**src/rtl/ram_loader.sv**
```systemverilog
`default_nettype none
// ============================================================================
//  Module      : ram_loader
//  Description : Assembles a byte stream into 16-bit words (high byte first),
//                writes WORDS of them into RAM from BASE_ADDR upward, then
//                releases the CPU by raising cpu_en / done.
//  Revision    : 1.0 - initial release
// ============================================================================
module ram_loader #(
  parameter int          WORDS     = 16,
  parameter logic [15:0] BASE_ADDR = 16'h0000
) (
  input  logic        clk,
  input  logic        rst,
  input  logic [7:0]  byte_in,
  input  logic        byte_valid,
  output logic        byte_ready,
  output logic        wr_en,
  output logic [15:0] wr_addr,
  output logic [15:0] wr_data,
  output logic        cpu_en,
  output logic        done
);

  typedef enum logic [1:0] {
    LOAD_HI = 2'd0,
    LOAD_LO = 2'd1,
    WRITE   = 2'd2,
    DONE    = 2'd3
  } state_t;

  // Index of the final word; the extra bit lets WORDS=65536 be represented.
  localparam logic [16:0] LAST_IDX = 17'(WORDS - 1);

  state_t      state;
  logic [16:0] count;
  logic [7:0]  hi;
  logic [7:0]  lo;
  logic        xfer;

  assign xfer = byte_valid && byte_ready;

  // Loader FSM; every output is a register, so the write strobe and the
  // CPU release each appear one cycle after the state that produces them.
  always_ff @(posedge clk) begin
    if (!rst) begin
      state      <= LOAD_HI;
      count      <= '0;
      hi         <= '0;
      lo         <= '0;
      byte_ready <= 1'b1;
      wr_en      <= 1'b0;
      wr_addr    <= BASE_ADDR;
      wr_data    <= '0;
      cpu_en     <= 1'b0;
      done       <= 1'b0;
    end else begin
      wr_en <= 1'b0;
      case (state)
        LOAD_HI: begin
          if (xfer) begin
            hi    <= byte_in;
            state <= LOAD_LO;
          end
        end
        LOAD_LO: begin
          if (xfer) begin
            lo         <= byte_in;
            state      <= WRITE;
            byte_ready <= 1'b0;
          end
        end
        WRITE: begin
          wr_en   <= 1'b1;
          wr_addr <= BASE_ADDR + count[15:0];
          wr_data <= {hi, lo};
          if (count == LAST_IDX) begin
            state <= DONE;
          end else begin
            count      <= count + 17'd1;
            state      <= LOAD_HI;
            byte_ready <= 1'b1;
          end
        end
        DONE: begin
          byte_ready <= 1'b0;
          done       <= 1'b1;
          cpu_en     <= 1'b1;
        end
        default: begin
          state      <= LOAD_HI;
          byte_ready <= 1'b1;
        end
      endcase
    end
  end

endmodule
`default_nettype wire

```
**config.mk**
```make
export PLATFORM = sky130hd
export DESIGN_NAME = ram_loader
export DESIGN_NICKNAME = d
export VERILOG_FILES = /design/src/rtl/ram_loader.sv
export SDC_FILE = /design/constraint.sdc
export NUM_CORES = 1
export LEC_CHECK = 0
export CORE_MARGIN = 3
export CORE_UTILIZATION = 47
export CTS_BUF_LIST = sky130_fd_sc_hd__clkbuf_16
export DETAILED_ROUTE_END_ITERATION = 16
export PLACE_DENSITY_LB_ADDON = 0.1
export SKIP_LAST_GASP = 1
export SYNTH_ARGS = -nofsm -noshare
export SYNTH_HDL_FRONTEND = slang
export SYNTH_SLANG_ARGS = --single-unit
export TNS_END_PERCENT = 10
```
**constraint.sdc**
```tcl
create_clock -name clk -period 1.6 [get_ports clk]
set_input_delay 0.24 -clock clk [delete_from_list [all_inputs] [get_ports clk]]
set_output_delay 0.24 -clock clk [all_outputs]
set_load 0.1 [all_outputs]
```
==> summary.md <==
| Metric | Value |
|---|---|
| Status | `finished clean` |
| Num CTS Buffers | `9` |
| Critical path launch point type | `flip-flop` |
| # H-tree levels | `3` |
| N_diodes | `0` |
| Worst Skew | `0.00438 ns` |
| Worst min path class | `reg -> reg` |
| Final slew viol count | `0` |
| WP data arrival | `1.85 ns` |
| CTS Sinks | `70` |
| Worst Path Buf+Inv | `2` |
| Final min period | `1.59 ns` |
| Num rows | `27` |
| Die H | `83.2 um` |
| 1st-pass router iterations | `4` |
| Area delta synth->final | `53.6%` |
| Max VDD drop | `0.814 mV` |
| Post-synth EDFFs | `0` |
| Power Density | `988 nW/um^2` |
| Netlist Area Pre-Place | `2800 um^2` |
| Worst Setup End Kind | `flip-flop` |
| CTS tree | `done` |
| Synth Instances | `292` |
| Leakage | `1.70 nW` |
| Final Hold Viols | `0` |
| WP data required | `1.86 ns` |
| Vias per cell | `5.32` |
| Pin count of the biggest net entering global routing | `30` |
| CP top delay family | `simple AND/OR/NAND/NOR gates` |
| Core area | `5640 um^2` |
| Fin crit share | `99.5%` |
| CP Max Fanout | `6` |
| DIE AREA | `6930 um^2` |
| GRT overflow | `0` |
| Routed vias | `2366` |
| Clock Pin Slew Worst Setup and Hold Paths | `0.05 ns` |
| CP Cell Sequence | `inv_2, ha_4, inv_2, or3_4, or4_1, a21oi_1` |
| Slew Limit Headroom | `70.5%` |
| Synthesized net count | `308` |
| Wire per inst | `14.4 um` |
| Initial cell density of the core | `49.7%` |
| Layout cells sized above 1 | `27.6%` |
| Setup violations, final | `0` |
| Most used DFF post-synth | `dfxtp_1` |
| Crit path kind | `reg -> reg` |
| Final ANT Viol Nets | `0` |
| RSZ-0062 raised after global routing | `yes` |
| Crit-path max cell delay | `0.40 ns` |
| DR iter-0 viols | `96` |
| Drt drc | `0` |
| Final #Nets | `384` |
| Die Wd | `83.2 um` |
| Placed Cells | `427` |
| Routability cong. | `0.809` |
| Clk_lat worst skew | `0.32 ns` |
| DP HPWL | `4.49 mm` |
| Syn_area_per_cell | `9.60 um^2` |
| Post-synth cell types | `39` |
| Worst-margin pin slew | `0.431 ns` |
| Asr flop ratio synth | `0%` |
| Post-Route WL | `6.43 mm` |
| YS warnings | `0` |
| Max-cap viol count | `0` |
| Critical path's slowest cell | `or4_1` |
| Final non-filler cell total | `445` |
| FILL cells | `392` |
| IO buf count | `46` |
| Initial antenna violation count | `0` |
| Crit-path most repeated cell | `inv_2` |
| GRT Util Overall | `20.0%` |
| Seq/Total Area, Yosys | `50.0%` |
| Max Freq | `628 MHz` |
| # IOs | `47` |
| First-pass GRT wire length | `11.3 mm` |
| Tot Pwr | `4.25 mW` |
| CTS Root Cell | `clkbuf_16` |
| Bufs on Longest Clock Path | `2` |
| Vias in the first global route | `2409` |
| Synthesized flop and latch total | `70` |
==> final timing paths <==
kind	cells after the start	endpoint	start	slack (ns)
max	6	count[13]	state[0]	0.007
min	2	lo[1]	lo[1]	0.50
max reg2reg	6	count[13]	state[0]	0.007
min reg2reg	2	lo[1]	lo[1]	0.50
==> cells in the mapped netlist (2+ instances only) <==
master	count	area (um^2)
nand4_1	5	31.3
a21oi_1	11	55.1
xnor2_1	2	17.5
nor4_1	3	18.8
nor3_1	4	20.0
and4_1	3	26.3
dfxtp_1	70	1400
nand3_1	8	40.0
ha_1	5	62.6
buf_2	3	15.0
clkbuf_1	9	33.8
and3_1	3	18.8
o31ai_1	3	22.5
inv_2	2	7.51
or4_1	4	30.0
nor2_1	54	203
or3_1	3	18.8
mux2i_1	49	490
o21a_1	2	15.0
o21ai_0	7	35.0
inv_1	3	11.3
nand2b_1	3	18.8
nand2_1	19	71.3
xor2_1	2	17.5
==> metal layers <==
| metal | routed length [um] | part of all wire, % | up-vias | global-route usage, % |
|---|---|---|---|---|
| li1 | - | - | 1173 | - |
| met5 | 0 | 0 | - | 0 |
| met1 | 2760 | 43 | 1118 | 23.7 |
| met2 | 3290 | 51 | 66 | 34.5 |
| met4 | 95 | 1.5 | 0 | 6.69 |
| met3 | 290 | 4.5 | 9 | 5.56 |
==> cells in the final DEF (no fill, tap or decap), types with 3 or more instances in the layout <==
| cell | n |
|---|---|
| and3_1 | 3 |
| buf_4 | 30 |
| nand3_1 | 7 |
| dfxtp_2 | 6 |
| o21ai_0 | 7 |
| o31ai_1 | 3 |
| clkdlybuf4s50_1 | 10 |
| nor3_1 | 4 |
| mux2i_1 | 49 |
| and4_1 | 3 |
| or4_1 | 4 |
| nand2b_1 | 3 |
| or3_1 | 3 |
| nand2_1 | 19 |
| inv_2 | 3 |
| dfxtp_1 | 63 |
| a21oi_1 | 10 |
| clkbuf_16 | 9 |
| buf_12 | 38 |
| ha_1 | 3 |
| nor2_1 | 54 |
| nand4_1 | 5 |
==> where the power goes <==
group	internal, mW	leakage (nW)	switching, mW
registers	1.79	0.569	0.0259
logic	0.176	0.983	0.192
clock network	1.35	0.149	0.719
total	3.32	1.70	0.937
==> flip-flops by register name, summed over array words and instances, names as in the netlist <==
register	flops
byte_ready	1
count	17
done	1
hi	8
lo	8
state	2
wr_addr	16
wr_data	16
wr_en	1
==> final cells by class <==
cell class                      instances  area (um^2)  area share [%]
Timing Repair Buffer                   79         1120            26.0
Tap cell                               72         90.1            2.09
Clock inverter                          7         88.8            2.06
Multi-Input combinational cell        203         1350            31.4
Inverter                                5         18.8           0.436
Clock buffer                            9          225            5.23
Sequential cell                        70         1410            32.8
==> through the flow <==
step / setup TNS (ns) / area, um^2 / setup WS (ns) / hold WS (ns) / util [%]
2_1_floorplan: -0.0129 / 2820 / -0.0129 / 0.384 / -
3_3_place_gp: 0 / 3930 / 0.0480 / 0.470 / 69.6
3_5_place_dp: 0 / 3930 / 0.00703 / 0.487 / 69.6
4_1_cts: -0.00686 / 4290 / -0.00645 / 0.501 / 76.1
5_1_grt: -0.157 / 4310 / -0.0498 / 0.508 / 76.3
6_report: 0 / 4310 / 0.00741 / 0.498 / 76.3
==> logic make-up after synthesis <==
logic type                 count (synthesis)  synth area share (%)
adders and majority gates                  5                  2.23
xor gates and xnor gates                   4                  1.25
muxes                                     50                  17.9
AOI/OAI and AO/OA                         30                  6.56
buffers and inverters                     19                  2.86
DFF                                       70                  50.0
and+or+nand+nor                          114                  19.2
==> tightest hold or removal path, cell delays in order (launching register included) <==
cell     delay, ns
dfxtp_1       0.32
mux2i_1       0.07
nor2_1        0.07
==> timing repair <==
action,CTS,global route
setup endpoints to repair,3,14
gates cloned,1,0
buffers inserted,1,0
pin swaps,5,3
hold buffers,0,0
resized for setup,5,4
Note: power is estimated with default switching activity, not from simulation.
